==> src/rtl/axi_stream_strip_header.sv <==
// AXI-Stream header strip: drops S leading bytes of each packet (S latched on the
// first accepted beat) and realigns the remaining payload to beat boundaries.
// Outputs are registered; ready_in is the only combinational output.
module axi_stream_strip_header #(
    parameter int unsigned DATA_WD      = 32,
    parameter int unsigned DATA_BYTE_WD = DATA_WD / 8,
    parameter int unsigned BYTE_CNT_WD  = $clog2(DATA_BYTE_WD)
) (
    input  logic                    clk,
    input  logic                    rst_n,
    input  logic                    valid_in,
    input  logic [DATA_WD-1:0]      data_in,
    input  logic [DATA_BYTE_WD-1:0] keep_in,
    input  logic                    last_in,
    output logic                    ready_in,
    input  logic [BYTE_CNT_WD-1:0]  strip_cnt,
    output logic                    valid_out,
    output logic [DATA_WD-1:0]      data_out,
    output logic [DATA_BYTE_WD-1:0] keep_out,
    output logic                    last_out,
    input  logic                    ready_out
);

    localparam int unsigned CNT_WD = BYTE_CNT_WD + 1;
    localparam logic [CNT_WD-1:0] FULL_CNT = CNT_WD'(DATA_BYTE_WD);

    typedef enum logic [1:0] {ST_FIRST, ST_BODY, ST_FLUSH} state_t;

    state_t                  state;
    state_t                  state_nxt;
    logic [DATA_WD-1:0]      resid;
    logic [BYTE_CNT_WD-1:0]  strip_q;
    logic [CNT_WD-1:0]       flush_cnt;

    logic                    out_free;
    logic                    accept;
    logic [BYTE_CNT_WD-1:0]  s_cur;
    logic [CNT_WD-1:0]       s_cur_ext;
    logic [CNT_WD-1:0]       s_q_ext;
    logic [CNT_WD-1:0]       w_minus_s;
    logic [CNT_WD-1:0]       n_in;
    logic [DATA_WD-1:0]      in_shifted;
    logic [DATA_WD-1:0]      in_tail;

    logic                    emit;
    logic [DATA_WD-1:0]      emit_data;
    logic [DATA_WD-1:0]      emit_data_m;
    logic [DATA_BYTE_WD-1:0] emit_keep;
    logic                    emit_last;
    logic                    load_resid;
    logic                    load_strip;
    logic                    load_flush;
    logic [CNT_WD-1:0]       flush_cnt_nxt;

    // k leading ones from the MSB (k = 0..DATA_BYTE_WD)
    function automatic logic [DATA_BYTE_WD-1:0] ones_msb(input logic [CNT_WD-1:0] k);
        logic [DATA_BYTE_WD-1:0] all_ones;
        all_ones = '1;
        return ~(all_ones >> k);
    endfunction

    // Expand byte enables to a bit mask
    function automatic logic [DATA_WD-1:0] keep_mask(input logic [DATA_BYTE_WD-1:0] keep);
        logic [DATA_WD-1:0] m;
        m = '0;
        for (int i = 0; i < int'(DATA_BYTE_WD); i++) begin
            m[8*i +: 8] = {8{keep[i]}};
        end
        return m;
    endfunction

    assign out_free  = !valid_out || ready_out;
    assign ready_in  = rst_n && out_free && (state != ST_FLUSH);
    assign accept    = valid_in && ready_in;
    assign s_cur     = (state == ST_FIRST) ? strip_cnt : strip_q;
    assign s_cur_ext = {1'b0, s_cur};
    assign s_q_ext   = {1'b0, strip_q};
    assign w_minus_s = FULL_CNT - s_q_ext;

    // Byte count of the incoming beat and the two realignment shifts
    always_comb begin
        n_in = '0;
        for (int i = 0; i < int'(DATA_BYTE_WD); i++) begin
            n_in = n_in + CNT_WD'(keep_in[i]);
        end
        in_shifted = data_in << {s_cur, 3'b000};
        in_tail    = data_in >> {w_minus_s, 3'b000};
    end

    // State register
    always_ff @(posedge clk or negedge rst_n) begin
        if (!rst_n) begin
            state <= ST_FIRST;
        end else begin
            state <= state_nxt;
        end
    end

    // Next-state logic; FLUSH only when the last beat leaves bytes beyond the joined beat
    always_comb begin
        state_nxt = state;
        case (state)
            ST_FIRST: begin
                if (accept && !last_in) state_nxt = ST_BODY;
            end
            ST_BODY: begin
                if (accept && last_in) begin
                    state_nxt = ((s_q_ext != '0) && (n_in > s_q_ext)) ? ST_FLUSH : ST_FIRST;
                end
            end
            ST_FLUSH: begin
                if (out_free) state_nxt = ST_FIRST;
            end
            default: state_nxt = ST_FIRST;
        endcase
    end

    // Output beat composition and residual/count load enables
    always_comb begin
        emit          = 1'b0;
        emit_data     = '0;
        emit_keep     = '0;
        emit_last     = 1'b0;
        load_resid    = 1'b0;
        load_strip    = 1'b0;
        load_flush    = 1'b0;
        flush_cnt_nxt = n_in - s_q_ext;
        case (state)
            ST_FIRST: begin
                if (accept) begin
                    load_resid = 1'b1;
                    load_strip = 1'b1;
                    if (strip_cnt == '0) begin
                        emit      = 1'b1;
                        emit_data = data_in;
                        emit_keep = keep_in;
                        emit_last = last_in;
                    end else if (last_in) begin
                        emit      = 1'b1;
                        emit_data = in_shifted;
                        emit_keep = (n_in > s_cur_ext) ? ones_msb(n_in - s_cur_ext) : '0;
                        emit_last = 1'b1;
                    end
                end
            end
            ST_BODY: begin
                if (accept) begin
                    load_resid = 1'b1;
                    emit       = 1'b1;
                    if (strip_q == '0) begin
                        emit_data = data_in;
                        emit_keep = keep_in;
                        emit_last = last_in;
                    end else begin
                        emit_data = resid | in_tail;
                        emit_keep = '1;
                        if (last_in) begin
                            if (n_in <= s_q_ext) begin
                                emit_keep = ones_msb(w_minus_s + n_in);
                                emit_last = 1'b1;
                            end else begin
                                load_flush = 1'b1;
                            end
                        end
                    end
                end
            end
            ST_FLUSH: begin
                if (out_free) begin
                    emit      = 1'b1;
                    emit_data = resid;
                    emit_keep = ones_msb(flush_cnt);
                    emit_last = 1'b1;
                end
            end
            default: ;
        endcase
        emit_data_m = emit_data & keep_mask(emit_keep);
    end

    // Output, residual and strip-count registers; outputs hold while stalled
    always_ff @(posedge clk or negedge rst_n) begin
        if (!rst_n) begin
            valid_out <= 1'b0;
            data_out  <= '0;
            keep_out  <= '0;
            last_out  <= 1'b0;
            resid     <= '0;
            strip_q   <= '0;
            flush_cnt <= '0;
        end else begin
            if (out_free) begin
                valid_out <= emit;
                data_out  <= emit_data_m;
                keep_out  <= emit_keep;
                last_out  <= emit_last;
            end
            if (load_resid) resid     <= in_shifted;
            if (load_strip) strip_q   <= strip_cnt;
            if (load_flush) flush_cnt <= flush_cnt_nxt;
        end
    end

endmodule

==> config.mk <==
export PLATFORM = sky130hd
export DESIGN_NAME = axi_stream_strip_header
export DESIGN_NICKNAME = d
export VERILOG_FILES = /design/src/rtl/axi_stream_strip_header.sv
export SDC_FILE = /design/constraint.sdc
export NUM_CORES = 1
export LEC_CHECK = 0
export BUFFER_PORTS_ARGS = -buffer_cell sky130_fd_sc_hd__buf_2
export CORE_MARGIN = 10
export CORE_UTILIZATION = 57
export CTS_CLUSTER_DIAMETER = 50
export DETAILED_ROUTE_END_ITERATION = 10
export PLACE_DENSITY = 0.81
export SLEW_MARGIN = 0
export SYNTH_ARGS = -nofsm -noshare
export SYNTH_HDL_FRONTEND = slang
export SYNTH_SLANG_ARGS = --single-unit
==> constraint.sdc <==
create_clock -name clk -period 10.9 [get_ports clk]
set_clock_uncertainty 0.05 [all_clocks]
set_input_delay 0.545 -clock clk [delete_from_list [all_inputs] [get_ports clk]]
set_output_delay 0.545 -clock clk [all_outputs]
set_load 0.03 [all_outputs]
==> results of run 1 <==
[flip-flops by register name (all words and copies together) (netlist names)]
signal     flops
data_out      32
resid         32
state          2
keep_out       4
strip_q        2
valid_out      1
flush_cnt      3
last_out       1
[power by group through the flow]
stage | combinational, W | sequential, W | clock, W
after floorplan | 0.000489 | 0.000408 | 0
after global placement | 0.000625 | 0.000398 | 0
after detailed placement | 0.000639 | 0.000403 | 0
after CTS | 0.000643 | 0.000398 | 0.000194
after global routing | 0.000713 | 0.000408 | 0.000206
final | 0.000653 | 0.000400 | 0.000195
[logic make-up after synthesis]
group | count (synthesis)
flip-flops | 77
AO/OA/AOI/OAI | 169
multiplexers | 62
adder cells (fa/ha/maj) | 12
buffers and inverters | 57
AND/OR/NAND/NOR | 169
XOR/XNOR | 5
[stage by stage]
stage / setup WS [ps] / hold slack (ps)
after floorplan: 7330 / 199
after global placement: 6760 / 403
after detailed placement: 6700 / 407
after CTS: 6780 / 427
after global routing: 6510 / 452
final: 6720 / 392
[metal layers]
metal / share of wire (%) / GRT usage, %
met1: 42 / 32.2
met2: 45 / 35.3
met3: 11 / 5.26
met4: 2.5 / 8.33
met5: 0 / 0
[worst max-delay path by stage]
stage                      start      endpoint  depth (start not counted)  slack, ps
floorplan           strip_cnt[1]  data_out[24]                         12       7330
global placement    strip_cnt[1]  data_out[30]                         11       6760
detailed placement  strip_cnt[1]  data_out[26]                         11       6700
CTS                     state[1]  data_out[26]                         10       6780
global route            state[1]  data_out[29]                         10       6510
finish                  state[1]  data_out[26]                         10       6720
[cell type report]
type,instances,area share [%]
clock buffer,9,2.17
clock inverter,6,0.722
inverter,18,1.18
multi-input combinational,417,51.7
sequential,77,33.7
tap,108,2.36
timing repair buffer,89,8.18
[critical path, cell delays in order (launching register included)]
cell,delay [ps]
dfrtp_1,550
or3b_4,460
nand2_1,720
fa_1,580
inv_1,80
ha_1,200
a31oi_4,60
xor2_1,190
or4_4,450
a211oi_4,500
a22oi_1,190
[layout by cell type (no fill, tap or decap), drive strengths merged, types with 9 or more instances in the layout]
cell,Yosys,final
clkbuf,21,9
inv,18,18
buf,18,89
a222oi,16,16
o21ai,40,40
a22o,17,17
nand2,91,91
mux2i,49,49
a21oi,21,21
nor3,12,12
o31ai,10,10
nand2b,10,10
nor2,35,35
mux2,13,13
a221oi,13,13
dfrtp,77,77
==> key figures, run 1 <==
Power
  • Tot Pwr: around 0.0012 W
  • Switching part of the total: 45.5%
  • Net switching power: ~0.00057 W
  • Clk pwr share: around 16%
  • PD cells: about 220 nW/um^2
  • Combinational power share: a little over half
  • Flop pwr share: 32.0%
  • Worst vdd ir: roughly 100 uV
  • Internal Power: between 0.0006 and 0.0007 W
  • LEAKAGE: 2.69 nW

CTS
  • CTS sink cnt: 77
  • CTS resizes: 0
  • Clock root buffer: clkbuf_8
  • Max Root-Sink Buffers: 2
  • Clk slew on worst S/H paths: approximately 80 ps
  • Post CTS Setup Buffer Count: 0
  • CTS tree: done
  • Clk_lat worst skew: about 360 ps
  • TritonCTS buffer count: 9
  • H-tree depth: 3
  • # hold bufs at CTS: 0

Placement
  • Post-Place Cells: between 700 and 800
  • RD Place Congestion: 0.920
  • Placed cell areas: around 5600 um^2
  • DP HPWL: between 10000 and 15000 um
  • PortBufs: 81

Timing
  • Unrepaired setup endpoints after global routing: no
  • Final Cycle Share: 38.4%
  • Slew Viols, Final: 0
  • Worst Tran Pin Value: 1310 ps
  • Highest Clock Rate: 239 MHz
  • Final setup fails: 0
  • Worst slew margin: 11.7%
  • Final hold vios: 0
  • TNS Setup: 0 ps
  • Minimum clock period: ~4200 ps

Synthesis
  • Synth top area share: a little under two fifths
  • Post-synthesis simple-gate area fraction: around 15%
  • Cell variety after synth: 62
  • Most frequent cells after synthesis: nand2_1 (91), dfrtp_1 (77), mux2i_1 (49), o21ai_0 (38), nor2_1 (33)
  • Asr flop ratio synth: 100%
  • Top cells by area, synth: dfrtp_1 (37%), mux2i_1 (9.5%), nand2_1 (6.6%)
  • EDFF count, synth: 0
  • Register area share after synthesis: between 30% and 40%
  • Count leader, synth: nand2_1
  • Syn_nets: about 610
  • Complex-gate fraction of the synthesized area: 25.2%
  • Synth warnings: 0
  • Fraction of synthesized area in multiplexers: approximately an eighth
  • Primary FF master, synth: dfrtp_1
  • Xor/xnor share of the synthesized area: 0.851%
  • Main combinational cell family by area after synthesis: compound AO/OA/AOI/OAI gates
  • Cells after synthesis: 551
  • Cell type with the highest aggregate area in the netlist: dfrtp_1
  • Synthesized area: slightly above 5000 um^2
  • Syn Area/Cell: 9.34 um^2
  • Seq cells post-synth: 77
  • Post-Synth Adder-Cell Area: roughly 3.5%

Setup path
  • FF-to-FF path depth: 10
  • Kind of end point of the critical path: flop
  • Critical path type: flop to flop
  • R2r setup slk: between 6000 and 7000 ps
  • Critical Path RT: around 11000 ps
  • CP Max Fanout: 26
  • Worst EP arrival: 4340 ps
  • Critical R2R Capture: data_out[26]
  • Critical path launch point type: flop
  • R2R Path Start: state[1]

Global routing
  • First-pass GRT wire length: 25200 um
  • Gr usage total: 23.4%
  • Largest net degree at the start of global routing: 80
  • GRT overflow: 0
  • Initial antenna violation count: 0
  • Number of global-route vias before repair: between 4000 and 5000

Final layout
  • Area growth syn-to-layout: 11.2%
  • Share of layout cells above drive strength 1: between 20 and 25%
  • Multi-input combinational cell area: approximately 3000 um^2
  • Nets: 667
  • Number of fillers in the final layout: 754
  • N_diodes: 0
  • Fin area: about 5700 um^2
  • Post-Layout Cell Count: between 700 and 800
  • Register area: between 1500 and 2000 um^2
  • Fin util: between 60% and 70%

Detailed routing
  • Post-route ant nets: 0
  • WL/cell: between 20 and 25 um
  • Drt pass-1 iters: 6
  • Final WL: between 15000 and 20000 um
  • Initial DRC count: 737
  • Vias: ~4800
  • # DRC: 0
  • Via density per instance: around 6.6

Hold path
  • Worst hold path type: input port to async pin

Floorplanning
  • Rows: 34
  • Die area: about 13000 um^2
  • Core box area: 8760 um^2
  • Die Ht: about 120 um
  • Initial Utilization: about three fifths
  • Ports: just over 80
  • Chip width: between 100 and 150 um

Job
  • Max_cap viols: 0

Run status
  • Status: finished clean
Power figures use the tool's default switching activity.
==> run 2: changes to the inputs <==
--- a/config.mk
+++ b/config.mk
@@ -7,10 +7,10 @@
 export LEC_CHECK = 0
 export BUFFER_PORTS_ARGS = -buffer_cell sky130_fd_sc_hd__buf_2
 export CORE_MARGIN = 10
-export CORE_UTILIZATION = 57
+export CORE_UTILIZATION = 52
 export CTS_CLUSTER_DIAMETER = 50
 export DETAILED_ROUTE_END_ITERATION = 10
-export PLACE_DENSITY = 0.81
+export PLACE_DENSITY = 0.78
 export SLEW_MARGIN = 0
 export SYNTH_ARGS = -nofsm -noshare
 export SYNTH_HDL_FRONTEND = slang
==> constraint.sdc (replaced) <==
create_clock -name clk -period 3.65 [get_ports clk]
set_clock_uncertainty 0.05 [all_clocks]
set_input_delay 0.1825 -clock clk [delete_from_list [all_inputs] [get_ports clk]]
set_output_delay 0.1825 -clock clk [all_outputs]
set_load 0.03 [all_outputs]
==> run 2 against run 1 <==
Compared with the run above:
- non-clock buffer count rose by 12
- fmax is 26% higher
- critical path depth did not move
- worst hold slack worse by 300 ps
- worst setup slack worse by 6400 ps
- sequential share of layout area down 0.96 points
- power rose to 3.1 times the previous value
- die area grew 7.9%
- core utilization decreased by 4.5 points
==> key figures, run 2 (synthesized netlist as in run 1, its figures left out) <==
Run status
  • Status: finished clean

Final layout
  • Number of fillers in the final layout: between 800 and 900
  • Nets: between 600 and 700
  • Fin util: about three fifths
  • Most frequent cells in the layout: nand2_1 (91), buf_2 (80), dfrtp_1 (77), mux2i_1 (49), o21ai_0 (38)
  • Biggest regs: data_out (32), resid (32), keep_out (4)
  • Commonest non-fill, non-tap cell in the layout: nand2_1
  • Share of layout cells above drive strength 1: between 20% and 30%
  • Area growth syn-to-layout: 14.4%
  • Post-Layout Cell Count: 763

Detailed routing
  • Final WL: approximately 16000 um
  • WL/cell: around 21 um
  • Via density per instance: roughly 6.3
  • Drt pass-1 iters: 6
  • Vias: between 4000 and 5000
  • Post-route ant nets: 0
  • Initial DRC count: between 600 and 700
  • # DRC: 0

Setup path
  • Crit. Startpoint: state[0]
  • Setup crit end: data_out[24]
  • CP Max Fanout: 9
  • FF-to-FF path depth: 10
  • Critical path type: flop to flop
  • R2R Path Start: state[0]
  • R2r setup slk: 330 ps
  • Critical R2R Capture: data_out[24]
  • Worst EP arrival: approximately 3500 ps
  • Kind of end point of the critical path: flop
  • Critical path launch point type: flop
  • Critical Path RT: approximately 3800 ps

Power
  • Switching part of the total: roughly 44%
  • Flop pwr share: a little under a third
  • Internal Power: 0.00216 W
  • Combinational power share: about half
  • LEAKAGE: roughly 2.8 nW
  • Clk pwr share: 18.0%
  • Worst vdd ir: 327 uV
  • Tot Pwr: between 0.003 and 0.004 W
  • Net switching power: 0.00172 W
  • PD cells: 661 nW/um^2

CTS
  • Clk_lat worst skew: 370 ps
  • Max Root-Sink Buffers: 2
  • Post CTS Setup Buffer Count: 0
  • CTS sink cnt: 77
  • CTS tree: done
  • Clock root buffer: clkbuf_8
  • TritonCTS buffer count: 9
  • H-tree depth: 3
  • Clk slew on worst S/H paths: around 90 ps

Timing
  • Worst Tran Pin Value: roughly 830 ps
  • Final setup fails: 0
  • TNS Setup: 0 ps
  • Highest Clock Rate: around 300 MHz
  • Final hold vios: 0
  • WHS: between 90 and 100 ps
  • Final Cycle Share: between 90% and 100%
  • Worst slew margin: 44.9%
  • Slew Viols, Final: 0
  • Minimum clock period: between 3000 and 4000 ps
  • Unrepaired setup endpoints after global routing: no

Placement
  • PortBufs: 81
  • DP HPWL: 11500 um
  • RD Place Congestion: around 0.95
  • Post-Place Cells: 745

Floorplanning
  • Die area: 14300 um^2
  • Die Ht: about 120 um
  • Core box area: 9680 um^2
  • Ports: 82
  • Chip width: roughly 120 um
  • Initial Utilization: a little over half
  • Rows: 36

Global routing
  • Largest net degree at the start of global routing: 51
  • Number of global-route vias before repair: approximately 4900
  • First-pass GRT wire length: between 20000 and 30000 um
  • GRT overflow: 0
  • Initial antenna violation count: 1
  • Gr usage total: roughly 22%

Job
  • Max_cap viols: 0

Hold path
  • Worst hold path type: input port to flop
  • HP Start: data_in[2]
==> run 2: metrics by stage <==
step / setup WS (ps) / cell area (um^2)
final: 328 / 5890
after global routing: 144 / 5890
after CTS: 341 / 5880
after detailed placement: 18.8 / 5670
after global placement: 163 / 5670
after floorplan: 108 / 5140
==> run 2: worst min path at each step <==
stage / to / cells past startpoint
floorplan: data_out[0] / 0
global placement: data_out[8] / 2
detailed placement: flush_cnt[0] / 2
CTS: resid[2] / 2
global route: resid[2] / 2
finish: resid[2] / 2
==> run 2: critical path: stages, from the launching register on <==
cell and delay [ps]:
dfrtp_1 430, o21ai_2 220, nand2_1 130, fa_1 600, inv_1 60, ha_1 210
a31oi_4 180, xor2_1 120, or4_4 450, a211oi_4 540, a22oi_1 180
==> run 2: repair_timing <==
| action | in CTS | in global routing |
|---|---|---|
| hold buffers | 1 | 0 |
| hold endpoints to repair | 31 | 0 |
| resized for setup | 0 | 0 |
==> run 2: area by class of cell <==
| cell class | count | area (um^2) | area share [%] |
|---|---|---|---|
| Inverter | 18 | 67.6 | 1.15 |
| Antenna cell | 1 | 2.50 | 0.0425 |
| Clock buffer | 10 | 138 | 2.34 |
| Timing Repair Buffer | 101 | 561 | 9.52 |
| Tap cell | 133 | 166 | 2.83 |
| Sequential cell | 77 | 1930 | 32.7 |
| Multi-Input combinational cell | 417 | 2960 | 50.2 |
| Clock inverter | 6 | 68.8 | 1.17 |
==> run 2: power by group through the flow <==
stage / clock network [W] / registers (W) / logic (W)
global placement: 0 / 0.00120 / 0.00191
finish: 0.000699 / 0.00120 / 0.00199
CTS: 0.000704 / 0.00120 / 0.00196
detailed placement: 0 / 0.00121 / 0.00195
floorplan: 0 / 0.00122 / 0.00146
global route: 0.000739 / 0.00123 / 0.00218
==> run 2: routing by layer <==
metal	vias up	track usage [%]	wire length [um]
met4	0	8.60	346
met5	-	0	0
met2	250	34.3	7310
met3	29	5.48	1470
li1	2197	-	-
met1	2300	29.4	6860
==> run 3: changes to the inputs <==
--- a/config.mk
+++ b/config.mk
@@ -6,10 +6,12 @@
 export NUM_CORES = 1
 export LEC_CHECK = 0
 export BUFFER_PORTS_ARGS = -buffer_cell sky130_fd_sc_hd__buf_2
+export CAP_MARGIN = 25
 export CORE_MARGIN = 10
 export CORE_UTILIZATION = 52
 export CTS_CLUSTER_DIAMETER = 50
 export DETAILED_ROUTE_END_ITERATION = 10
+export HOLD_SLACK_MARGIN = 0.12
 export PLACE_DENSITY = 0.78
 export SLEW_MARGIN = 0
 export SYNTH_ARGS = -nofsm -noshare
==> run 3 against run 2 <==
Compared with the run above:
- final cell count is 0.92% higher
- worst setup slack worse by 59 ps
- combinational power hardly changed
- die area stayed put
- sequential power hardly changed
- final area is 1.3% higher
- sequential share of layout area is 0.43 points lower
- non-clock buffer count is 8 higher
- largest power group unchanged
==> key figures, run 3 (synthesized netlist as in run 1, its figures left out) <==
Power
  • Tot Pwr: 0.00390 W
  • LEAKAGE: ~2.8 nW
  • PD cells: 653 nW/um^2
  • Worst vdd ir: 322 uV

Global routing
  • Largest net degree at the start of global routing: 51
  • Initial antenna violation count: 0
  • Number of global-route vias before repair: 4883
  • Gr usage total: between 20% and 30%
  • First-pass GRT wire length: approximately 26000 um
  • GRT overflow: 0

Setup path
  • Kind of end point of the critical path: flop
  • Crit-path cells: dlygate4sd3_1, buf_2, or3b_4, nand2_1, fa_1, inv_1, ha_1, a31oi_4, xor2_1, or4_4, a211oi_4, a22oi_1
  • Worst EP arrival: 3550 ps
  • CP Max Fanout: 9
  • Critical path type: input port to flop
  • Critical path launch point type: input port
  • Slowest CP cell: fa_1
  • Critical Path RT: 3820 ps
  • Maximum single-stage delay on the critical path: around 600 ps

Detailed routing
  • Initial DRC count: ~640
  • Vias: around 4800
  • Via density per instance: 6.26
  • WL/cell: 20.9 um
  • Drt pass-1 iters: 8
  • # DRC: 0
  • Final WL: between 15000 and 20000 um
  • Post-route ant nets: 0

Placement
  • DP HPWL: roughly 12000 um
  • RD Place Congestion: about 0.95
  • Placed cell areas: around 5700 um^2
  • PortBufs: 81

Final layout
  • Nets: a little under 700
  • Most frequent cells in the layout: nand2_1 (91), buf_2 (80), dfrtp_1 (77), mux2i_1 (49), o21ai_0 (38)
  • Fin util: about three fifths
  • N_diodes: 0
  • Share of layout cells above drive strength 1: a little under a quarter
  • Area growth syn-to-layout: 15.9%
  • Biggest regs: data_out (32), resid (32), keep_out (4)
  • Commonest non-fill, non-tap cell in the layout: nand2_1
  • Fin area: between 5000 and 6000 um^2

CTS
  • CTS tree: done
  • Clk slew on worst S/H paths: about 80 ps
  • Clock root buffer: clkbuf_8
  • # hold bufs at CTS: 9
  • TritonCTS buffer count: 9
  • Post CTS Setup Buffer Count: 0
  • H-tree depth: 3
  • Clk_lat worst skew: roughly 370 ps
  • CTS sink cnt: 77
  • CTS resizes: 0
  • Max Root-Sink Buffers: 2

Hold path
  • Worst hold path type: input port to flop

Timing
  • Final hold vios: 0
  • Final Cycle Share: 92.6%
  • Worst Tran Pin Value: ~800 ps
  • Slew Viols, Final: 0
  • Unrepaired setup endpoints after global routing: no
  • Minimum clock period: 3380 ps
  • Worst slew margin: 45.8%
  • Highest Clock Rate: 296 MHz
  • Final setup fails: 0
  • TNS Setup: 0 ps
  • WHS: between 100 and 150 ps

Floorplanning
  • Chip width: approximately 120 um
  • Initial Utilization: between 50% and 60%
  • Rows: 36
  • Core box area: 9680 um^2
  • Ports: a little over 80
  • Die Ht: ~120 um
  • Die area: 14300 um^2

Run status
  • Status: finished clean

Job
  • Max_cap viols: 0
==> run 3: layer usage <==
layer	global-route usage, %	wire length, um	vias to the layer above	part of all wire, %
met3	5.53	1560	35	9.7
li1	-	-	2214	-
met1	29.8	6760	2317	42
met5	0	0	-	0
met2	34.3	7410	258	46
met4	8.45	339	0	2.1
==> run 3: final timing paths <==
kind | end | cells past startpoint | slack, ps | from
max | data_out[27] | 12 | 270 | strip_cnt[1]
min reg2reg | resid[17] | 2 | 430 | resid[17]
min in group asynchronous | state[1] | 3 | 360 | rst_n
max in group asynchronous | resid[13] | 4 | 2210 | rst_n
min | resid[3] | 2 | 130 | data_in[3]
max reg2reg | data_out[27] | 10 | 330 | state[0]
==> run 3: worst max-delay path: cells and delay by family <==
family | cells | cell delay (ps)
AOI/OAI and AO/OA | 3 | 890
adders and majority gates | 2 | 810
and+or+nand+nor | 3 | 790
buffers and inverters | 3 | 750
xor gates and xnor gates | 1 | 120
==> run 3: final cells by class <==
class,instances,area [um^2]
Fill cell,858,3720
Multi-Input combinational cell,417,2960
Sequential cell,77,1930
Timing Repair Buffer,109,641
Tap cell,133,166
Clock buffer,10,138
Clock inverter,6,68.8
Inverter,18,67.6
==> run 3: stage by stage <==
step	cells	setup slack, ps
finish	770	269
global route	770	125
CTS	770	284
detailed placement	745	18.8
global placement	745	163
floorplan	551	108
==> run 3: report_power, final <==
| part | leakage, nW | internal (W) | switching (W) |
|---|---|---|---|
| registers | 1.02 | 0.00104 | 0.000162 |
| clock network | 0.103 | 0.000339 | 0.000358 |
| logic | 1.67 | 0.000788 | 0.00121 |
